$ cat src/rtl/dp_mem_pkg.sv
// Shared widths and encodings for the dp_mem copy/fill engine.
// Mode and FSM state enums live here so the bench can name them too.
package dp_mem_pkg;

    localparam int DATA_W = 8;
    localparam int ADDR_W = 4;
    localparam int DEPTH  = 1 << ADDR_W;

    typedef enum logic {
        MODE_COPY = 1'b0,
        MODE_FILL = 1'b1
    } mode_e;

    typedef enum logic [1:0] {
        ST_IDLE  = 2'd0,
        ST_RUN   = 2'd1,
        ST_DRAIN = 2'd2,
        ST_DONE  = 2'd3
    } state_e;

endpackage

$ cat src/rtl/dp_mem_lat_pipe.sv
// Read-latency shift pipe: a valid bit plus the write index per stage.
// empty means nothing sits behind the tail, so the pipe clears next edge.
module dp_mem_lat_pipe #(
    parameter int IDX_W  = 4,
    parameter int STAGES = 1
) (
    input  logic             clk,
    input  logic             rst,
    input  logic             in_valid,
    input  logic [IDX_W-1:0] in_idx,
    output logic             out_valid,
    output logic [IDX_W-1:0] out_idx,
    output logic             empty
);

    logic [STAGES-1:0] vld;
    logic [IDX_W-1:0]  idx [STAGES];

    always_ff @(posedge clk or posedge rst) begin
        if (rst) begin
            vld <= '0;
            for (int i = 0; i < STAGES; i++) idx[i] <= '0;
        end else begin
            vld[0] <= in_valid;
            idx[0] <= in_idx;
            for (int i = 1; i < STAGES; i++) begin
                vld[i] <= vld[i-1];
                idx[i] <= idx[i-1];
            end
        end
    end

    assign out_valid = vld[STAGES-1];
    assign out_idx   = idx[STAGES-1];

    always_comb begin
        empty = 1'b1;
        for (int i = 0; i < STAGES - 1; i++) begin
            if (vld[i]) empty = 1'b0;
        end
    end

endmodule

$ cat src/rtl/dp_mem_copy_engine.sv
// Block copy / fill initiator for dp_mem: registered reads, writes
// driven from the latency pipe tail (copy) or straight from the FSM (fill).
module dp_mem_copy_engine #(
    parameter int DATA_W = dp_mem_pkg::DATA_W,
    parameter int ADDR_W = dp_mem_pkg::ADDR_W,
    parameter int RD_LAT = 1
) (
    input  logic              clk,
    input  logic              rst,
    input  logic              start,
    input  logic              mode,
    input  logic [ADDR_W-1:0] src_addr,
    input  logic [ADDR_W-1:0] dst_addr,
    input  logic [ADDR_W:0]   len,
    input  logic [DATA_W-1:0] pattern,
    output logic              busy,
    output logic              done,
    output logic              err,
    output logic              enb,
    output logic              rd,
    output logic [ADDR_W-1:0] r_addr,
    input  logic [DATA_W-1:0] r_data,
    output logic              wr,
    output logic [ADDR_W-1:0] w_addr,
    output logic [DATA_W-1:0] w_data
);

    import dp_mem_pkg::*;

    localparam logic [ADDR_W:0] DEPTH_V = (ADDR_W+1)'(1 << ADDR_W);

    state_e            state;
    mode_e             mode_q;
    logic [ADDR_W:0]   src_q, dst_q, len_q, cnt;
    logic [ADDR_W-1:0] rd_idx;
    logic [DATA_W-1:0] pat_q;
    logic              err_q;

    logic [ADDR_W:0]   src_x, dst_x, src_end, dst_end;
    logic              is_copy, reject;

    logic              tail_valid, pipe_empty;
    logic [ADDR_W-1:0] tail_idx;

    // One extra address bit keeps base+len exact, so ranges never wrap.
    always_comb begin
        src_x   = {1'b0, src_addr};
        dst_x   = {1'b0, dst_addr};
        src_end = src_x + len;
        dst_end = dst_x + len;
        is_copy = (mode_e'(mode) == MODE_COPY);
        reject  = (dst_end > DEPTH_V)
                || (is_copy && (src_end > DEPTH_V))
                || (is_copy && (src_x < dst_x) && (dst_x < src_end));
    end

    dp_mem_lat_pipe #(
        .IDX_W  (ADDR_W),
        .STAGES (RD_LAT)
    ) u_pipe (
        .clk       (clk),
        .rst       (rst),
        .in_valid  (rd),
        .in_idx    (rd_idx),
        .out_valid (tail_valid),
        .out_idx   (tail_idx),
        .empty     (pipe_empty)
    );

    always_ff @(posedge clk or posedge rst) begin
        if (rst) begin
            state  <= ST_IDLE;
            mode_q <= MODE_COPY;
            src_q  <= '0;
            dst_q  <= '0;
            len_q  <= '0;
            cnt    <= '0;
            pat_q  <= '0;
            rd     <= 1'b0;
            r_addr <= '0;
            rd_idx <= '0;
            err_q  <= 1'b0;
        end else begin
            unique case (state)
                ST_IDLE: begin
                    if (start) begin
                        mode_q <= mode_e'(mode);
                        src_q  <= src_x;
                        dst_q  <= dst_x;
                        len_q  <= len;
                        pat_q  <= pattern;
                        if (reject) begin
                            err_q <= 1'b1;
                            state <= ST_DONE;
                        end else if (len == '0) begin
                            state <= ST_DONE;
                        end else begin
                            state <= ST_RUN;
                            if (is_copy) begin
                                rd     <= 1'b1;
                                r_addr <= src_addr;
                                rd_idx <= '0;
                                cnt    <= (ADDR_W+1)'(1);
                            end else begin
                                cnt <= '0;
                            end
                        end
                    end
                end
                ST_RUN: begin
                    if (mode_q == MODE_COPY) begin
                        if (cnt == len_q) begin
                            rd    <= 1'b0;
                            state <= ST_DRAIN;
                        end else begin
                            rd     <= 1'b1;
                            r_addr <= ADDR_W'(src_q + cnt);
                            rd_idx <= ADDR_W'(cnt);
                            cnt    <= cnt + 1'b1;
                        end
                    end else if (cnt + 1'b1 == len_q) begin
                        state <= ST_DONE;
                    end else begin
                        cnt <= cnt + 1'b1;
                    end
                end
                ST_DRAIN: begin
                    if (pipe_empty) state <= ST_DONE;
                end
                ST_DONE: begin
                    err_q <= 1'b0;
                    state <= ST_IDLE;
                end
                default: state <= ST_IDLE;
            endcase
        end
    end

    always_comb begin
        wr     = 1'b0;
        w_addr = '0;
        w_data = '0;
        if (state == ST_RUN && mode_q == MODE_FILL) begin
            wr     = 1'b1;
            w_addr = ADDR_W'(dst_q + cnt);
            w_data = pat_q;
        end else if (tail_valid) begin
            wr     = 1'b1;
            w_addr = ADDR_W'(dst_q + {1'b0, tail_idx});
            w_data = r_data;
        end
    end

    assign enb  = rd | wr;
    assign busy = (state == ST_RUN) || (state == ST_DRAIN);
    assign done = (state == ST_DONE);
    assign err  = err_q;

endmodule
$ cat config.mk
export PLATFORM = sky130hd
export DESIGN_NAME = dp_mem_copy_engine
export DESIGN_NICKNAME = d
export VERILOG_FILES = /design/src/rtl/dp_mem_pkg.sv /design/src/rtl/dp_mem_lat_pipe.sv /design/src/rtl/dp_mem_copy_engine.sv
export SDC_FILE = /design/constraint.sdc
export NUM_CORES = 1
export LEC_CHECK = 0
export BUFFER_PORTS_ARGS = -buffer_cell sky130_fd_sc_hd__buf_2
export CAP_MARGIN = 10
export CORE_ASPECT_RATIO = 0.8
export CORE_UTILIZATION = 35
export CTS_BUF_LIST = sky130_fd_sc_hd__clkbuf_8
export CTS_CLUSTER_SIZE = 8
export DETAILED_ROUTE_END_ITERATION = 8
export GPL_TIMING_DRIVEN = 0
export PLACE_DENSITY = 0.58
export SLEW_MARGIN = 10
export SYNTH_ARGS = -nofsm -noshare
export SYNTH_HDL_FRONTEND = slang
export SYNTH_SLANG_ARGS = --single-unit
$ cat constraint.sdc
create_clock -name clk -period 4 [get_ports clk]
set_clock_uncertainty 0.05 [all_clocks]
set_input_delay 0.4 -clock clk [delete_from_list [all_inputs] [get_ports clk]]
set_output_delay 0.4 -clock clk [all_outputs]
set_load 0.005 [all_outputs]
## Yosys cells after proc, flatten, opt, wreduce, memory -nomap -nowiden

Cells that the tools add are included.

| storage, ports and cells | value |
|---|---|
| word-level logic and storage cells | 103 |
| register bits after elaboration | 44 |
| input bits | 33 |

| cells by class | value |
|---|---|
| add/sub/neg operators | 6 |
| equality and inequality tests | 16 |
| mux-type cells | 45 |
| bitwise logic cells | 2 |
| $lt $le $gt $ge | 4 |
| reductions and logical operators | 17 |

Operators by type and width:

| operator | count |
|---|---|
| $mux 4 | 14 |
| $mux 5 | 6 |
| $mux 8 | 2 |
| $pmux 4 s2 | 2 |
| $ne 2x2->1 const B | 7 |
| $add 4x4->4 | 3 |
| $mux 2 | 6 |
| $ne 3x3->1 const B | 4 |
| $reduce_and 6->1 | 2 |
| $mux 1 | 11 |
| $add 4x5->5 | 2 |
| $eq 5x5->1 | 2 |
| $gt 5x5->1 const B | 2 |
| $pmux 5 s2 | 1 |
| $pmux 2 s4 | 1 |
| $reduce_and 7->1 | 1 |
| $reduce_and 3->1 | 2 |
| $add 5x1->5 const B | 1 |
| $logic_not 5->1 | 1 |
| $lt 4x5->1 | 1 |
| $eq 2x2->1 const B | 2 |
| $logic_and 1x1->1 | 4 |
| $lt 4x4->1 | 1 |
| $pmux 1 s2 | 2 |
| 7 further kinds | 10 |

## Longest topological paths before layout

| depth | value |
|---|---|
| depth in word-level cells | 8 |
| gate-level depth with buffers | 12 |
| depth with buffers taken out | 11 |

## Cells and area by module

From an unflattened synthesis, not the netlist that was laid out.

| second synthesis, totals | value |
|---|---|
| cells, all modules | 305 |
| area total of the unflattened synthesis | 2970.3 µm² |

By module, submodules not included:

| module | cells each | area each (µm²) | instances |
|---|---|---|---|
| dp_mem_copy_engine | 297 | 2830.2 | 1 |
| dp_mem_lat_pipe | 8 | 140.1 | 1 |

## Least setup slack after synthesis

No wires, ideal clock.

| path | value |
|---|---|
| path kind | input to register |
| start | input port src_addr[0] |
| end | register r_addr[0] |
| path slack | 1.063 ns |
| stages on the path | 11 |
| library setup time | 0.125 ns |
| arrival | 2.762 ns |
| cells stage by stage | ha_1 > inv_1 > fa_1 > ha_1 > a211oi_1 > o21bai_1 > a21o_1 > o31ai_2 > a311o_1 > buf_6 > mux2_4 |

| between the ends | value |
|---|---|
| longest elaborated chain between the ends | 7 |
| elaborated cells on any way between the ends | 16 |
| classes of those cells | 1 x add/sub; 3 x order compare; 1 x eq/ne; 5 x mux; 6 x reduce/logical |

RTL lines:

| what | RTL line | text |
|---|---|---|
| from (decl) | dp_mem_copy_engine.sv:12 | `input logic [ADDR_W-1:0] src_addr,` |
| $add 4x5->5 | dp_mem_copy_engine.sv:49 | `src_end = src_x + len;` |
| $gt 5x5->1 | dp_mem_copy_engine.sv:53 | `\|\| (is_copy && (src_end > DEPTH_V))` |
| $logic_and 1x1->1 | dp_mem_copy_engine.sv:53 |  |
| $logic_or 1x1->1 | dp_mem_copy_engine.sv:53 |  |
| $logic_or 1x1->1 | dp_mem_copy_engine.sv:54 | `\|\| (is_copy && (src_x < dst_x) && (dst_x < src_end));` |
| $ne 2x2->1 (no line) | - |  |
| $reduce_and 7->1 (no line) | - |  |
| to (signal assigned) | dp_mem_copy_engine.sv:101 | `r_addr <= src_addr;` |
| to (signal assigned) | dp_mem_copy_engine.sv:117 | `r_addr <= ADDR_W'(src_q + cnt);` |
| to (decl) | dp_mem_copy_engine.sv:21 | `output logic [ADDR_W-1:0] r_addr,` |

Several ways; a longest one is shown, not always the timed one. The select of a mux whose other input is x is not followed.
A chain may end at the register's enable or synchronous reset.

## Worst setup path after layout

| path | value |
|---|---|
| start | input port len[0] |
| end | register r_addr[0] |

| between the ends | value |
|---|---|
| longest elaborated chain between the ends | 7 |
| elaborated cells on any way between the ends | 13 |
| classes of those cells | 2 x add/sub; 3 x order compare; 2 x eq/ne; 6 x reduce/logical |

RTL lines:

| what | RTL line | text |
|---|---|---|
| from (decl) | dp_mem_copy_engine.sv:14 | `input logic [ADDR_W:0] len,` |
| $add 4x5->5 | dp_mem_copy_engine.sv:49 |  |
| $gt 5x5->1 | dp_mem_copy_engine.sv:53 |  |
| $logic_and 1x1->1 | dp_mem_copy_engine.sv:53 |  |
| $logic_or 1x1->1 | dp_mem_copy_engine.sv:53 |  |
| $logic_or 1x1->1 | dp_mem_copy_engine.sv:54 |  |
| $ne 2x2->1 (no line) | - |  |
| $reduce_and 7->1 (no line) (*) | - |  |

Mark *: on every way between the ends. The rest lies on a longest branch, timed or not.

==> flow_metrics.env <==
export IMPL_tns_ns=0
export IMPL_grt_setup_unrepaired="false"
export IMPL_power_switching_uw=999
export IMPL_relSlewSlack=0.545
export IMPL_worstSetupStartpointType="primary input"
export IMPL_dp_cells=463
export IMPL_grt_max_degree=31
export IMPL_root_buffer="clkbuf_8"
export IMPL_grt_total_usage=0.159
export IMPL_r2r_cells=6
export IMPL_core_um2=8090
export IMPL_worstSetupPathType="primary input to flop"
export IMPL_yosys_area_share_simple=0.130
export IMPL_antenna_found_initial=0
export IMPL_synthArstFlopShare=1.00
export IMPL_cap_violations=0
export IMPL_cts_resized=0
export IMPL_dpl_hpwl_um=5340
export IMPL_r2r_start="state[0]"
export IMPL_io_buffers=54
export IMPL_outcome="complete, no violations"
export IMPL_r2r_end="src_q[0]"
export IMPL_p_seq_frac=0.329
export IMPL_switching_share=0.406
export IMPL_row_count=29
export IMPL_nets=427
export IMPL_synth_flop_cell="dfrtp_1"
export IMPL_drt_iter0_drc=107
export IMPL_cts_tree="built"
export IMPL_synthXorXnorAreaFrac=0.0674
export IMPL_cts_hold_fix_buffers=0
export IMPL_synth_most_common_cell="dfrtp_1"
export IMPL_yosysUniqueCellTypes=49
export IMPL_leakagePower_uw=0.00173
export IMPL_clockPowerShare=0.117
export IMPL_htreeDepth=2
export IMPL_worstSetupEndpoint="r_addr[0]"
export IMPL_p_int_uw=1470
export IMPL_cts_made_buffers=5
export IMPL_syn_area_per_cell_um2=9.96
export IMPL_post_cts_buffers=0
export IMPL_worst_pin_slew_ns=0.680
export IMPL_fill_cells=810
export IMPL_netlist_area_um2=2990
export IMPL_synth_top_family_by_area="adder cells"
export IMPL_clk_pin_slew_ns=0.09
export IMPL_drive_above_1_share=0.264
export IMPL_wire_per_inst_um=14.2
export IMPL_muxShareOfSynthArea=0.106
export IMPL_hold_viol_final=0
export IMPL_syn_inst=300
export IMPL_final_max_slew_viol_count=0
export IMPL_dr_total_vias=2365
export IMPL_synth_top_area_cell="dfrtp_1"
export IMPL_reg2reg_slack_ns=1.54
export IMPL_synth_compound_area_frac=0.134
export IMPL_final_cells=471
export IMPL_period_needed_ns=3.21
export IMPL_syn_to_final_growth_pct=17.3
export IMPL_worstPathMaxFanout=9
export IMPL_grt_pass1_vias=2237
export IMPL_clock_sinks=44
export IMPL_cp_data_required_time_ns=4.13
export IMPL_antenna_cells=0
export IMPL_vias_per_cell=5.02
export IMPL_arrival_ns=3.35
export IMPL_endpoint_kind="flop"
export IMPL_die_area_um2=8910
export IMPL_powerDensity_nw_per_um2=703
export IMPL_postRouteAntennaNets=0
export IMPL_fp_dieW_um=105
export IMPL_die_h_um=84.6
export IMPL_drc=0
export IMPL_start_util=0.369
export IMPL_ys_top_cells_by_area="dfrtp_1 (37%), ha_1 (11%), mux2_2 (6.8%)"
export IMPL_fmax_mhz=311
export IMPL_setup_viol=0
export IMPL_io_pins=55
export IMPL_min_delay_path_class="primary input to asynchronous set/reset pin"
export IMPL_drt_total_wl_um=6710
export IMPL_synth_yosys_seq_area_share=0.369
export IMPL_p_comb_frac=0.553
export IMPL_grt_first_pass_wirelength_um=11100
export IMPL_synth_adder_area_share=0.147
export IMPL_ir_drop_uv=245
export IMPL_place_congestion=0.825
export IMPL_synth_edf_count=0
export IMPL_syn_nets=365
export IMPL_ys_ff_latch=44
export IMPL_yosys_top_cells_count="dfrtp_1 (44), nand2_1 (33), ha_1 (27)"
export IMPL_ys_warn_count=0
export IMPL_gr_total_overflow=0
export IMPL_dr_pass1_iters=4
export IMPL_crit_path_start="len[0]"
export IMPL_post_route_period_util=0.803
export IMPL_clk_latency_ns=0.30
export IMPL_max_clock_path_buffers=2
export IMPL_yosysTopAreaCellShare=0.369
-- worst min path at each step --
| stage | from | endpoint | slack, ns | depth (start not counted) |
|---|---|---|---|---|
| 6_report | rst | cnt[4] | 0.005 | 2 |
| 5_1_grt | rst | pat_q[7] | 0.03 | 2 |
| 4_1_cts | rst | pat_q[7] | 0.02 | 2 |
| 3_5_place_dp | rd_idx[1] | u_pipe.out_idx[1] | 0.31 | 0 |
| 3_3_place_gp | rd_idx[1] | u_pipe.out_idx[1] | 0.31 | 0 |
| 2_1_floorplan | rd_idx[1] | u_pipe.out_idx[1] | 0.30 | 0 |
-- cells by family after synthesis --
family | count (synthesis)
buf+inv | 35
fa+ha+maj | 32
compound gates | 58
xor+xnor | 23
flops | 44
simple gates | 82
mux | 26
-- layout by cell type (no fill, tap or decap), drive strengths merged, types with 4 or more instances in the layout --
master and count:
buf 58, dfrtp 44, nand2 33, ha 27, inv 26, mux2 25
a21oi 15, o21ai 14, xnor2 13, nor2 13, nand3 12, clkbuf 12
xor2 10, a21o 5, fa 5, nor3 4, and2 4
-- state kept, by name, summed over array words and instances, names as in the netlist --
signal and count:
err 1, dst_q 4, state 2, r_addr 4, mode_q 1, cnt 5
pat_q 8, u_pipe.out_idx 4, src_q 4, len_q 5, u_pipe.out_valid 1, rd_idx 4
rd 1
-- per-stage QoR --
step | worst slack, ns | hold WS (ns) | power [µW] | util | instance area (µm²)
5_1_grt | 0.701 | 0.0265 | 2700 | 0.433 | 3500
3_3_place_gp | 0.582 | 0.312 | 2160 | 0.419 | 3390
4_1_cts | 0.819 | 0.0158 | 2490 | 0.433 | 3500
6_report | 0.788 | 0.00522 | 2460 | 0.433 | 3500
2_1_floorplan | 1.06 | 0.304 | 1790 | - | 2990
3_5_place_dp | 0.514 | 0.313 | 2200 | 0.422 | 3410
-- metal layers --
metal	GRT usage	share of wire
met5	0	0
met2	0.254	0.44
met4	0.0423	0.011
met1	0.222	0.51
met3	0.0280	0.042
-- power by group through the flow --
stage          logic [µW]  registers, µW  clock network, µW
2_1_floorplan        1020            773                  0
3_3_place_gp         1340            818                  0
3_5_place_dp         1370            823                  0
4_1_cts              1380            815                298
5_1_grt              1530            845                318
6_report             1360            812                290
-- worst max-delay path, stage by stage --
cell	delay, ns
buf_2	0.13
ha_1	0.18
inv_1	0.06
fa_1	0.39
xor2_1	0.26
ha_1	0.28
o21ai_0	0.18
o21bai_1	0.10
a21o_1	0.22
o31ai_2	0.45
a311o_1	0.21
buf_6	0.17
mux2_4	0.31
-- final cells by class --
class / instances / area, µm² / share of cell area
Multi-Input combinational cell: 221 / 1750 / 0.498
Sequential cell: 44 / 1100 / 0.314
Timing Repair Buffer: 55 / 290 / 0.0828
Tap cell: 108 / 135 / 0.0386
Inverter: 26 / 97.6 / 0.0278
Clock buffer: 6 / 82.6 / 0.0236
Buffer: 9 / 42.5 / 0.0121
Clock inverter: 2 / 10.0 / 0.00286
Power figures use the tool's default switching activity.
